[src/rtl/mem_wb_stage_pkg.sv]
// Shared constants and state encoding for the memory/write-back stage.
package mem_wb_stage_pkg;

    localparam int DATA_W          = 32;
    localparam int REG_W           = 5;
    localparam int CNT_W           = 8;
    localparam int MEM_TIMEOUT_DEF = 16;
    localparam int RA_REG_DEF      = 31;

    typedef enum logic {
        MEM_IDLE = 1'b0,
        MEM_WAIT = 1'b1
    } memState_e;

endpackage

[src/rtl/mem_wb_stage_branch_resolve.sv]
// Combinational branch/jump resolution: taken decision and redirect target.
module mem_wb_stage_branch_resolve
    import mem_wb_stage_pkg::*;
(
    input  logic              zero,
    input  logic              jump,
    input  logic              branchEq,
    input  logic              branchNe,
    input  logic [DATA_W-1:0] jumpAddress,
    input  logic [DATA_W-1:0] branchAddress,
    output logic              take,
    output logic [DATA_W-1:0] target
);

    logic taken;

    assign taken  = (branchEq & zero) | (branchNe & ~zero);
    assign take   = jump | taken;
    // Jump wins over a simultaneously taken branch.
    assign target = jump ? jumpAddress : branchAddress;

endmodule

[src/rtl/mem_wb_stage.sv]
// Memory/write-back stage: branch redirect, data-memory handshake with timeout,
// and the registered write-back bundle for the register file.
module mem_wb_stage
    import mem_wb_stage_pkg::*;
#(
    parameter int MEM_TIMEOUT = MEM_TIMEOUT_DEF,
    parameter int RA_REG      = RA_REG_DEF
) (
    input  logic              clk,
    input  logic              reset,
    input  logic              in_Zero,
    input  logic [DATA_W-1:0] in_ALUResult,
    input  logic [DATA_W-1:0] in_ReadData2,
    input  logic [DATA_W-1:0] in_JumpAddress,
    input  logic [DATA_W-1:0] in_BranchAddress,
    input  logic [DATA_W-1:0] in_PC_4,
    input  logic              in_CtrlJump,
    input  logic              in_CtrlMemRead,
    input  logic              in_CtrlMemWrite,
    input  logic              in_CtrlALUOrMem,
    input  logic              in_CtrlBranchEquals,
    input  logic              in_CtrlBranchNotEquals,
    input  logic              in_CtrlRegisterOrPC,
    input  logic              in_CtrlALUMemOrPC,
    input  logic              in_CtrlRegWrite,
    input  logic [REG_W-1:0]  in_WriteReg,
    output logic              mem_req,
    output logic              mem_we,
    output logic [DATA_W-1:0] mem_addr,
    output logic [DATA_W-1:0] mem_wdata,
    input  logic [DATA_W-1:0] mem_rdata,
    input  logic              mem_ready,
    output logic              out_Stall,
    output logic              out_PCRedirect,
    output logic [DATA_W-1:0] out_PCTarget,
    output logic              out_Flush,
    output logic [DATA_W-1:0] out_WriteData,
    output logic [REG_W-1:0]  out_WriteReg,
    output logic              out_RegWrite,
    output logic              out_MemError
);

    localparam logic [REG_W-1:0] RaReg     = REG_W'(RA_REG);
    localparam logic [CNT_W-1:0] TimeoutTc = CNT_W'(MEM_TIMEOUT - 1);

    memState_e        state, nextState;
    logic [CNT_W-1:0] waitCnt;
    logic             memOp, aligned, illegalRw, timeoutHit, errorThisOp;
    logic             branchTake;

    assign memOp       = in_CtrlMemRead | in_CtrlMemWrite;
    assign aligned     = (in_ALUResult[1:0] == 2'b00);
    assign illegalRw   = in_CtrlMemRead & in_CtrlMemWrite;
    assign timeoutHit  = (state == MEM_WAIT) && (waitCnt == TimeoutTc);
    assign errorThisOp = (memOp & (~aligned | illegalRw)) | timeoutHit;

    assign mem_we    = in_CtrlMemWrite;
    assign mem_addr  = in_ALUResult;
    assign mem_wdata = in_ReadData2;

    mem_wb_stage_branch_resolve uBranch (
        .zero          (in_Zero),
        .jump          (in_CtrlJump),
        .branchEq      (in_CtrlBranchEquals),
        .branchNe      (in_CtrlBranchNotEquals),
        .jumpAddress   (in_JumpAddress),
        .branchAddress (in_BranchAddress),
        .take          (branchTake),
        .target        (out_PCTarget)
    );

    always_ff @(posedge clk) begin
        if (reset) begin
            state   <= MEM_IDLE;
            waitCnt <= '0;
        end else begin
            state <= nextState;
            if (state == MEM_IDLE) waitCnt <= '0;
            else                   waitCnt <= waitCnt + 1'b1;
        end
    end

    always_comb begin
        nextState = state;
        case (state)
            MEM_IDLE: if (mem_req && !mem_ready)     nextState = MEM_WAIT;
            MEM_WAIT: if (mem_ready || timeoutHit)   nextState = MEM_IDLE;
            default:                                 nextState = MEM_IDLE;
        endcase
    end

    // Upstream holds the op stable while stalled, so WAIT keeps the request up
    // until either completion or the timeout cycle, where it is dropped.
    always_comb begin
        mem_req = 1'b0;
        case (state)
            MEM_IDLE: mem_req = memOp & aligned;
            MEM_WAIT: mem_req = ~timeoutHit;
            default:  mem_req = 1'b0;
        endcase
        if (reset) mem_req = 1'b0;
        out_Stall      = mem_req & ~mem_ready;
        out_PCRedirect = branchTake & ~out_Stall & ~reset;
        out_Flush      = out_PCRedirect;
    end

    always_ff @(posedge clk) begin
        if (reset) begin
            out_WriteData <= '0;
            out_WriteReg  <= '0;
            out_RegWrite  <= 1'b0;
            out_MemError  <= 1'b0;
        end else if (out_Stall) begin
            out_RegWrite <= 1'b0;
        end else begin
            out_MemError  <= out_MemError | errorThisOp;
            out_WriteData <= in_CtrlALUMemOrPC ? in_PC_4 :
                             (in_CtrlALUOrMem ? mem_rdata : in_ALUResult);
            out_WriteReg  <= in_CtrlRegisterOrPC ? RaReg : in_WriteReg;
            out_RegWrite  <= in_CtrlRegWrite & ~errorThisOp;
        end
    end

endmodule

[config.mk]
export PLATFORM = sky130hd
export DESIGN_NAME = mem_wb_stage
export DESIGN_NICKNAME = d
export VERILOG_FILES = /design/src/rtl/mem_wb_stage_pkg.sv /design/src/rtl/mem_wb_stage_branch_resolve.sv /design/src/rtl/mem_wb_stage.sv
export SDC_FILE = /design/constraint.sdc
export NUM_CORES = 1
export LEC_CHECK = 0
export CAP_MARGIN = 20
export CORE_AREA = 2 2 135 137
export CTS_CLUSTER_SIZE = 25
export DETAILED_ROUTE_END_ITERATION = 8
export DIE_AREA = 0 0 137 139
export PLACE_DENSITY = 0.6
export SETUP_SLACK_MARGIN = 0.05
export SYNTH_ARGS = -nofsm -noshare
export SYNTH_HDL_FRONTEND = slang
export SYNTH_SLANG_ARGS = --single-unit
[constraint.sdc]
create_clock -name clk -period 7.35 [get_ports clk]
set_clock_uncertainty 0.05 [all_clocks]
set_input_delay 1.8375 -clock clk [delete_from_list [all_inputs] [get_ports clk]]
set_output_delay 1.8375 -clock clk [all_outputs]
set_load 0.005 [all_outputs]
* After elaboration in Yosys (flattened, before gate mapping)
Index checks and enable logic that the tools add are counted.
Storage, ports and cells: flip-flop bits (word level) 48, bits of input ports 210
Operators by class: reductions and logical operators 7, bitwise logic cells 23, $add $sub $neg 1, muxes and demuxes 9, equality and inequality tests 1
Operators by type and width (number):
- $mux 32 | 3
- $and 1x1->1 | 9
- $add 8x1->8 const B | 1
- $eq 8x4->1 const B | 1
- $not 1->1 | 8
- $or 1x1->1 | 6
- $mux 5 | 1
- $pmux 1 s2 | 2
- $reduce_or 2->1 | 2
- $mux 1 | 3
- $logic_and 1x1->1 | 2
- $logic_not 2->1 | 1
- $logic_not 1->1 | 1
- $logic_or 1x1->1 | 1

* Longest topological paths before layout
Gate-level depths: netlist of run 1.
depth in word-level cells 9, mapped depth 9, mapped depth without buffers 5

* By module
Synthesis of run 1 repeated with hierarchy kept, for this count alone.
Unflattened totals: cells, all modules 432, area, all modules 3613.5 um2
Modules (own cells, without submodules):
- mem_wb_stage | sequential area each 960.9 um2, cells an instance 394, times used 1, area each 3057.9 um2
- mem_wb_stage_branch_resolve | sequential area each 0.0 um2, cells an instance 38, times used 1, area each 555.5 um2

* Worst setup path before layout of run 1
Ideal clock, no wire load.
kind input to output, start point in reset, end point out out_PCRedirect, arrival 2.987 ns, path buffers 4, data required time 5.463 ns, slack 2.475 ns, stages on the path 7, cell sequence clkbuf_1 nor2_1 and3_1 buf_6 buf_6 nor3_1 buf_4
Between the ends: longest elaborated chain between the ends 5, elaborated cells on any way between the ends 6
RTL lines:
- start: declaration | RTL line mem_wb_stage.sv:10 | input logic reset,
- $mux 1 | RTL line mem_wb_stage.sv:101 | if (reset) mem_req = 1'b0;
- $and 1x1->1 | RTL line mem_wb_stage.sv:102 | out_Stall = mem_req & ~mem_ready;
- via out_Stall | RTL line mem_wb_stage.sv:33 | output logic out_Stall,
- $not 1->1 | RTL line mem_wb_stage.sv:103 | out_PCRedirect = branchTake & ~out_Stall & ~reset;
- $and 1x1->1 (2 in series) | RTL line mem_wb_stage.sv:103
- end: declaration | RTL line mem_wb_stage.sv:34 | output logic out_PCRedirect,
The timed path passes the listed nets, and every way through them passes these cells.

* Final worst setup path of run 1
start point in mem_ready, end point out out_Flush
Between the ends: longest elaborated chain between the ends 5
RTL lines:
- start: declaration | RTL line mem_wb_stage.sv:32 | input logic mem_ready,
- $not 1->1 | RTL line mem_wb_stage.sv:102
- $and 1x1->1 | RTL line mem_wb_stage.sv:102
- $not 1->1 | RTL line mem_wb_stage.sv:103
- $and 1x1->1 (2 in series) | RTL line mem_wb_stage.sv:103
- end: declaration | RTL line mem_wb_stage.sv:36 | output logic out_Flush,
Every way passes these cells.

==> reports/results.ini, run 1 <==
[worst_setup_path]
startpoint_type=primary input
critPathArrivalTime_ns=3.96
ff2ff_setup_slack_ns=4.35
cp-startpoint=mem_ready
crit_path_category=primary input to primary output
largest_fanout_on_the_critical_path=39
worst-endpoint-required_ns=5.46
worst-r2r-cell-count=6
cp-end-kind=primary output
r2r_end=out_WriteReg[0]$_SDFFE_PP0N_
timing.critical_path.to=out_Flush
worstReg2RegStart=waitCnt[0]$_SDFF_PP0_

[worst_hold_path]
hold_class=flop to flop

[placement]
buffer_ports.inserted=285
post-place-ws_ns=1.50
dpl-instance-area_um2=6070
hpwlAfterDp_um=10600
placed_cells=819
globalplace.congestion=0.828

[sta]
finalSetupViolCount=0
hold_viol_final=0
fin_setup_tns_ns=0
min_period_ns=5.85
report.final.slew_viol_count=0
maximum_clock_frequency_mhz=171
rsz_0062_raised_after_global_routing=false
period_share=0.796
slew-limit-headroom=0.318
fin_ws_ns=1.50
tightest_pin_transition_ns=1.02

[global_route]
grt_start_max_net_pins=65
grt_antenna_before_repair=0
global_route.usage.total=0.136
grt_pass1_wl_um=20400
first_global_vias=3685
grt_remaining_overflow=0

[clocking]
clockRootBuffer=sky130_fd_sc_hd__clkbuf_16
cts_buffer_depth=2
cts_hold_buf=0
cts.sinks=48
clkLatencyLatePin_ns=0.28
max_h_tree_level=2
post_cts_resized=0
cts_setup_buffers=0
cts_tree=built
cts_buffers=5
path_clk_slew_ns=0.07

[finish]
n_fill_cell=1731
antenna-diode-count=0
multi_input_gate_area_um2=1940
area_delta_synth_final_pct=75.9
seqCellArea_um2=961
final_core_util=0.356
layout-drive-gt1-share=0.150
number_of_cells_in_the_finished_layout_apart_from_fillers=828
finalNetCount=809
final_cell_area_um2=6280

[yosys]
ys.warnings.count=0
syn-cell-area_um2=3570
synth_fp_nets=616
synth_fa_ha_area_frac=0.00351
synth.yosys.seq_area_share=0.269
synth_compound_area_frac=0.188
netlist_instances=405
synth.avg_cell_area_um2=8.81
synth.distinct_cells=31
yosys_register_bits=48
post_synth_mux_area_share=0.191
synth_top_family_by_area=buffers and inverters
post_synth_xor_area_fraction=0.00982
synthSimpleGateAreaFrac=0.145

[drt]
wl_per_cell_um=16.5
route.antenna.remaining_nets=0
drtPass1Iterations=4
dr_total_vias=3617
route.detailed.vias_per_inst=4.37
drc=0
wirelength_um=13600
initialDrtViolationCount=111

[flow_run]
max_cap_violations=0

[power_and_ir_drop]
cellPowerDensity_nw_per_um2=135
power.static_leakage_nw=2.31
worst_vdd_drop_mv=0.126

[die]
die-width_um=137
initial_core_util=0.202
coreArea_um2=17700
die_height_um=139
floorplan.rows=49
fp.dieArea_um2=19000
floorplan.io_pins=350

[status]
status=finished clean

[metrics by stage]
| stage | total power [mW] | hold WS [ns] |
|---|---|---|
| floorplan | 0.413 | 0.368 |
| CTS | 0.861 | 0.408 |
| global placement | 0.584 | 0.379 |
| global route | 0.893 | 0.440 |
| finish | 0.849 | 0.407 |
| detailed placement | 0.588 | 0.395 |
[worst min-delay path by stage]
stage	from	slack, ns	end	cells after the start
after floorplan	waitCnt[0]$_SDFF_PP0_	0.37	waitCnt[0]$_SDFF_PP0_	1
after global placement	waitCnt[0]$_SDFF_PP0_	0.38	waitCnt[0]$_SDFF_PP0_	1
after detailed placement	waitCnt[0]$_SDFF_PP0_	0.40	waitCnt[0]$_SDFF_PP0_	1
after CTS	waitCnt[0]$_SDFF_PP0_	0.41	waitCnt[0]$_SDFF_PP0_	1
after global routing	waitCnt[0]$_SDFF_PP0_	0.44	waitCnt[0]$_SDFF_PP0_	1
final	waitCnt[0]$_SDFF_PP0_	0.41	waitCnt[0]$_SDFF_PP0_	1
[power breakdown]
part	leakage [nW]	internal, mW	switching [mW]	total [mW]
Sequential	0.397	0.278	0.00896	0.287
Combinational	1.83	0.193	0.101	0.294
Clock	0.0871	0.170	0.0982	0.269
Total	2.31	0.641	0.209	0.849
[worst max-delay path, cell delays in order]
cell and delay [ns]:
sky130_fd_sc_hd__clkdlybuf4s50_1 0.50, sky130_fd_sc_hd__nor2_4 0.03, sky130_fd_sc_hd__buf_4 0.25, sky130_fd_sc_hd__and3_2 0.39, sky130_fd_sc_hd__nor3_1 0.35, sky130_fd_sc_hd__clkdlybuf4s50_1 0.58
[cells in the final DEF, fill, tap and decap left out, types with 2 or more instances in the layout]
cell	Yosys	layout
sky130_fd_sc_hd__a21oi_1	34	34
sky130_fd_sc_hd__and3_1	3	2
sky130_fd_sc_hd__buf_2	2	3
sky130_fd_sc_hd__buf_4	66	5
sky130_fd_sc_hd__clkbuf_16	0	5
sky130_fd_sc_hd__clkdlybuf4s50_1	0	282
sky130_fd_sc_hd__dfxtp_1	48	48
sky130_fd_sc_hd__inv_1	3	3
sky130_fd_sc_hd__mux2_2	32	32
sky130_fd_sc_hd__mux2i_1	32	32
sky130_fd_sc_hd__nand2_1	4	4
sky130_fd_sc_hd__nand2b_1	2	2
sky130_fd_sc_hd__nand3_1	2	2
sky130_fd_sc_hd__nand4_1	38	38
sky130_fd_sc_hd__nor2_1	46	45
sky130_fd_sc_hd__nor3_1	3	3
sky130_fd_sc_hd__o22ai_1	2	2
sky130_fd_sc_hd__o31ai_2	36	36
sky130_fd_sc_hd__xnor2_1	2	2
sky130_fd_sc_hd__xor2_1	2	2
[synth_stat cells]
library cell	count	area, µm²
sky130_fd_sc_hd__or2_0	1	6.26
sky130_fd_sc_hd__nand2b_1	2	12.5
sky130_fd_sc_hd__or4_1	1	7.51
sky130_fd_sc_hd__inv_1	3	11.3
sky130_fd_sc_hd__nor3_1	3	15.0
sky130_fd_sc_hd__o22ai_1	2	12.5
sky130_fd_sc_hd__a211oi_1	1	7.51
sky130_fd_sc_hd__or3_1	1	6.26
sky130_fd_sc_hd__buf_4	66	495
sky130_fd_sc_hd__xnor2_1	2	17.5
sky130_fd_sc_hd__nand4_1	38	238
sky130_fd_sc_hd__dfxtp_1	48	961
sky130_fd_sc_hd__nand2_1	4	15.0
sky130_fd_sc_hd__a31o_2	1	8.76
sky130_fd_sc_hd__buf_2	2	10.0
sky130_fd_sc_hd__nor2_1	46	173
sky130_fd_sc_hd__o31ai_1	2	15.0
sky130_fd_sc_hd__o21ai_0	1	5.00
sky130_fd_sc_hd__ha_1	1	12.5
sky130_fd_sc_hd__clkbuf_1	26	97.6
sky130_fd_sc_hd__nand3_1	2	10.0
sky130_fd_sc_hd__o31ai_2	36	450
sky130_fd_sc_hd__buf_6	5	56.3
sky130_fd_sc_hd__mux2_2	32	360
sky130_fd_sc_hd__nor2b_1	1	6.26
sky130_fd_sc_hd__buf_1	6	22.5
sky130_fd_sc_hd__mux2i_1	32	320
sky130_fd_sc_hd__nand4b_1	1	8.76
sky130_fd_sc_hd__and3_1	3	18.8
sky130_fd_sc_hd__xor2_1	2	17.5
sky130_fd_sc_hd__a21oi_1	34	170
[kinds of logic after synthesis]
family                   Yosys count
buffers and inverters            108
AO/OA/AOI/OAI                     77
flip-flops                        48
adder cells (fa/ha/maj)            1
AND/OR/NAND/NOR                  103
XOR/XNOR                           4
multiplexers                      64
[metal layers]
| layer | GRT usage | wire length (µm) | up-vias |
|---|---|---|---|
| li1 | - | - | 1785 |
| met1 | 0.163 | 5510 | 1677 |
| met2 | 0.236 | 6920 | 133 |
| met3 | 0.0292 | 851 | 22 |
| met4 | 0.0488 | 353 | 0 |
| met5 | 0 | 0 | - |
[flip-flops by register name, summed over array words and instances (netlist names)]
register and count:
out_WriteData 32, out_RegWrite 1, state 1, out_WriteReg 5, out_MemError 1, waitCnt 8
[layout make-up]
| type | count | area share |
|---|---|---|
| Multi-Input combinational cell | 249 | 0.309 |
| Tap cell | 229 | 0.0456 |
| Timing Repair Buffer | 291 | 0.462 |
| Inverter | 3 | 0.00179 |
| Clock inverter | 2 | 0.00618 |
| Clock buffer | 6 | 0.0221 |
| Sequential cell | 48 | 0.153 |
Note: power is estimated with default switching activity, not from simulation.
==> run 2: changes to the inputs <==
CORE_AREA = 2 2 137 139   (was 2 2 135 137)
DIE_AREA = 0 0 139 141   (was 0 0 137 139)
PLACE_DENSITY = 0.61   (was 0.6)
clock period = 5.3 ns   (was 7.35 ns; I/O delays follow)
==> run 2 against run 1 <==
Effect of this change: utilization fell by 1.3 points; non-clock buffer count up 3; register-to-register slack lost 1.7 ns; clock-buffer cell count unchanged; global-route usage is 0.61 points lower; combinational power increased by 38%; power grew 33%.
==> reports/results.ini, run 2 (same netlist as run 1, synthesis figures left out) <==
[status]
status=finished clean

[finish]
seqCellArea_um2=961
reg.largest.list=out_WriteData: 32 flops, waitCnt: 8 flops, out_WriteReg: 5 flops
layout-drive-gt1-share=0.154
layout_common_cells=sky130_fd_sc_hd__clkdlybuf4s50_1, sky130_fd_sc_hd__dfxtp_1, sky130_fd_sc_hd__nor2_1
finalNetCount=812
antenna-diode-count=0
regMostFlops=out_WriteData
final_core_util=0.343
multi_input_gate_area_um2=1940
n_fill_cell=1951
area_delta_synth_final_pct=75.5
largest_register_ff_count=32
mostFrequentLayoutCell=sky130_fd_sc_hd__clkdlybuf4s50_1

[sta]
finalSetupViolCount=0
hold_viol_final=0
period_share=0.857
slew-limit-headroom=0.319
fin_ws_ns=0.758
fin_setup_tns_ns=0
maximum_clock_frequency_mhz=220
report.final.slew_viol_count=0
min_period_ns=4.54
tightest_pin_transition_ns=1.02
rsz_0062_raised_after_global_routing=false

[die]
die_height_um=141
initial_core_util=0.195
die-width_um=139
floorplan.rows=50
floorplan.io_pins=350
fp.dieArea_um2=19600
coreArea_um2=18300

[clocking]
cts_buffers=5
post_cts_resized=0
cts_setup_buffers=0
clkLatencyLatePin_ns=0.29
max_h_tree_level=2
cts.sinks=48
path_clk_slew_ns=0.07
cts_tree=built
clockRootBuffer=sky130_fd_sc_hd__clkbuf_16
cts_hold_buf=0
cts_buffer_depth=2

[worst_setup_path]
cp-end-kind=primary output
critPathArrivalTime_ns=3.17
worst-endpoint-required_ns=3.92
largest_fanout_on_the_critical_path=5
crit_path_category=primary input to primary output
startpoint_type=primary input

[placement]
buffer_ports.inserted=285
post-place-ws_ns=0.727
hpwlAfterDp_um=10500
globalplace.congestion=0.748

[drt]
drtPass1Iterations=4
wl_per_cell_um=16.0
wirelength_um=13300
route.detailed.vias_per_inst=4.27
route.antenna.remaining_nets=0
dr_total_vias=3570
drc=0
initialDrtViolationCount=69

[power_and_ir_drop]
power.static_leakage_nw=2.31
worst_vdd_drop_mv=0.125
cellPowerDensity_nw_per_um2=181

[global_route]
global_route.usage.total=0.130
first_global_vias=3447
grt_pass1_wl_um=20200
grt_remaining_overflow=0
grt_antenna_before_repair=0
grt_start_max_net_pins=43

[worst_hold_path]
hold_class=flop to flop

[flow_run]
max_cap_violations=0

==> run 2: cell types whose count changed in the layout (fill, tap and decap cells not counted), sizes merged <==
cell and delta:
buf +3, bufinv -1, inv +1
==> run 2: worst max-delay path: stages <==
cell                              delay (ns)
sky130_fd_sc_hd__clkdlybuf4s50_1        0.46
sky130_fd_sc_hd__nor2_1                 0.21
sky130_fd_sc_hd__o31ai_4                0.09
sky130_fd_sc_hd__and3_2                 0.24
sky130_fd_sc_hd__nor3_1                 0.29
sky130_fd_sc_hd__clkdlybuf4s50_1        0.56
==> run 2: final timing paths <==
| check | from | endpoint | slack [ns] | depth (start not counted) |
|---|---|---|---|---|
| worst max-delay path | in_CtrlMemWrite | out_PCRedirect | 0.76 | 6 |
| worst min-delay path | waitCnt[0]$_SDFF_PP0_ | waitCnt[0]$_SDFF_PP0_ | 0.40 | 1 |
| worst max register to register | waitCnt[0]$_SDFF_PP0_ | out_WriteReg[0]$_SDFFE_PP0N_ | 2.63 | 7 |
| worst min register to register | waitCnt[0]$_SDFF_PP0_ | waitCnt[0]$_SDFF_PP0_ | 0.40 | 1 |
==> run 2: layout make-up <==
| type | instances | share of cell area |
|---|---|---|
| inverter | 3 | 0.00180 |
| clock buffer | 6 | 0.0222 |
| multi-input combinational | 249 | 0.310 |
| timing repair buffer | 294 | 0.464 |
| clock inverter | 2 | 0.00220 |
| sequential | 48 | 0.153 |
| tap | 234 | 0.0468 |
==> run 2: layer usage <==
| metal | part of all wire | GRT usage | up-vias |
|---|---|---|---|
| met4 | 0.013 | 0.0314 | 0 |
| met5 | 0 | 0 | - |
| li1 | - | - | 1796 |
| met3 | 0.064 | 0.0357 | 18 |
| met2 | 0.51 | 0.222 | 132 |
| met1 | 0.42 | 0.163 | 1624 |
==> run 2: metrics by stage <==
step | power (mW) | area, µm² | std cells | hold slack (ns)
5_1_grt | 1.19 | 6260 | 836 | 0.419
3_5_place_dp | 0.815 | 6110 | 828 | 0.394
4_1_cts | 1.15 | 6260 | 836 | 0.408
3_3_place_gp | 0.813 | 6110 | 828 | 0.387
6_report | 1.13 | 6260 | 836 | 0.402
2_1_floorplan | 0.572 | 3570 | 405 | 0.368
==> run 2: power breakdown <==
group / switching [mW] / internal [mW] / total, mW
clock: 0.142 / 0.189 / 0.331
sequential: 0.0112 / 0.385 / 0.396
combinational: 0.140 / 0.267 / 0.406
==> run 3: changes to the inputs <==
MAX_ROUTING_LAYER = met4   (was default)
==> run 3 against run 2 <==
Effect of this change: utilization unchanged; routed wire length about the same; final area unchanged; setup slack worse by 0.0014 ns; clock-buffer cell count unchanged; non-clock buffer count unchanged; sequential share of layout area unchanged; fmax about the same; clock power about the same; sequential power about the same.
==> reports/results.ini, run 3 (same netlist as run 1, synthesis figures left out) <==
[status]
status=finished clean

[drt]
drtPass1Iterations=4
route.detailed.vias_per_inst=4.27
wl_per_cell_um=16.0
wirelength_um=13300
dr_total_vias=3571
initialDrtViolationCount=66
route.antenna.remaining_nets=0
drc=0

[worst_setup_path]
worst-r2r-cell-count=7
critPathArrivalTime_ns=3.17
ff2ff_setup_slack_ns=2.63
cp-end-kind=primary output
worstReg2RegStart=waitCnt[0]$_SDFF_PP0_
crit_path_category=primary input to primary output
largest_fanout_on_the_critical_path=5
worst-endpoint-required_ns=3.92
startpoint_type=primary input
cp-startpoint=in_CtrlMemWrite
r2r_end=out_WriteReg[0]$_SDFFE_PP0N_

[clocking]
cts.sinks=48
cts_buffer_depth=2
cts_buffers=5
cts_setup_buffers=0
max_h_tree_level=2
clockRootBuffer=sky130_fd_sc_hd__clkbuf_16
clkLatencyLatePin_ns=0.29
path_clk_slew_ns=0.07
cts_hold_buf=0
post_cts_resized=0
cts_tree=built

[sta]
worst_hold_slack_ns=0.402
period_share=0.857
fin_setup_tns_ns=0
maximum_clock_frequency_mhz=220
report.final.slew_viol_count=0
fin_ws_ns=0.757
slew-limit-headroom=0.320
tightest_pin_transition_ns=1.02
min_period_ns=4.54
rsz_0062_raised_after_global_routing=false
finalSetupViolCount=0
hold_viol_final=0

[finish]
regMostFlops=out_WriteData
n_fill_cell=1951
layout_common_cells=sky130_fd_sc_hd__clkdlybuf4s50_1, sky130_fd_sc_hd__dfxtp_1, sky130_fd_sc_hd__nor2_1
area_delta_synth_final_pct=75.5
reg.largest.list=out_WriteData: 32 flops, waitCnt: 8 flops, out_WriteReg: 5 flops
layout-drive-gt1-share=0.154
number_of_cells_in_the_finished_layout_apart_from_fillers=836
largest_register_ff_count=32
antenna-diode-count=0
mostFrequentLayoutCell=sky130_fd_sc_hd__clkdlybuf4s50_1
finalNetCount=812

[die]
floorplan.io_pins=350
initial_core_util=0.195
fp.dieArea_um2=19600
die-width_um=139
floorplan.rows=50
coreArea_um2=18300
die_height_um=141

[global_route]
first_global_vias=3452
grt_remaining_overflow=0
grt_pass1_wl_um=20100
grt_antenna_before_repair=0
global_route.usage.total=0.133
grt_start_max_net_pins=43

[worst_hold_path]
holdPathEnd=waitCnt[0]$_SDFF_PP0_
hp-start=waitCnt[0]$_SDFF_PP0_
hold_path_depth=1
hold_class=flop to flop

[placement]
placed_cells=828
hpwlAfterDp_um=10500
post-place-ws_ns=0.727
buffer_ports.inserted=285
globalplace.congestion=0.758

[power_and_ir_drop]
worst_vdd_drop_mv=0.125
cellPowerDensity_nw_per_um2=181
power.static_leakage_nw=2.31

[flow_run]
max_cap_violations=0

[run 3: stage by stage]
stage / total power [mW] / utilization / instance area (µm²)
after floorplan: 0.572 / - / 3570
after global placement: 0.813 / 0.334 / 6110
after detailed placement: 0.815 / 0.334 / 6110
after CTS: 1.15 / 0.343 / 6260
after global routing: 1.19 / 0.343 / 6260
final: 1.13 / 0.343 / 6260
[run 3: power breakdown]
group          switching, mW  internal [mW]  total, mW
clock                  0.142          0.189      0.331
sequential            0.0112          0.385      0.396
combinational          0.140          0.267      0.406
total                  0.293          0.840       1.13
[run 3: critical path: stages]
cell and delay, ns:
sky130_fd_sc_hd__clkdlybuf4s50_1 0.46, sky130_fd_sc_hd__nor2_1 0.21, sky130_fd_sc_hd__o31ai_4 0.09, sky130_fd_sc_hd__and3_2 0.24, sky130_fd_sc_hd__nor3_1 0.29, sky130_fd_sc_hd__clkdlybuf4s50_1 0.56
[run 3: routing by layer]
| layer | part of all wire | global-route usage | wire (µm) | vias up |
|---|---|---|---|---|
| met3 | 0.059 | 0.0323 | 785 | 20 |
| met5 | 0 | - | 0 | - |
| met2 | 0.51 | 0.222 | 6750 | 129 |
| li1 | - | - | - | 1792 |
| met1 | 0.42 | 0.164 | 5630 | 1630 |
| met4 | 0.013 | 0.0314 | 177 | 0 |
[run 3: worst max path at each step]
stage / end / depth (start not counted)
6_report: out_PCRedirect / 6
3_3_place_gp: out_PCRedirect / 6
4_1_cts: out_PCRedirect / 6
5_1_grt: out_PCRedirect / 6
2_1_floorplan: out_PCRedirect / 7
3_5_place_dp: out_PCRedirect / 6
[run 3: cell type report]
class	instances	area, µm²	share of cell area
Timing Repair Buffer	294	2910	0.464
Multi-Input combinational cell	249	1940	0.310
Sequential cell	48	961	0.153
Tap cell	234	293	0.0468
Clock buffer	6	139	0.0222
Clock inverter	2	13.8	0.00220
Inverter	3	11.3	0.00180
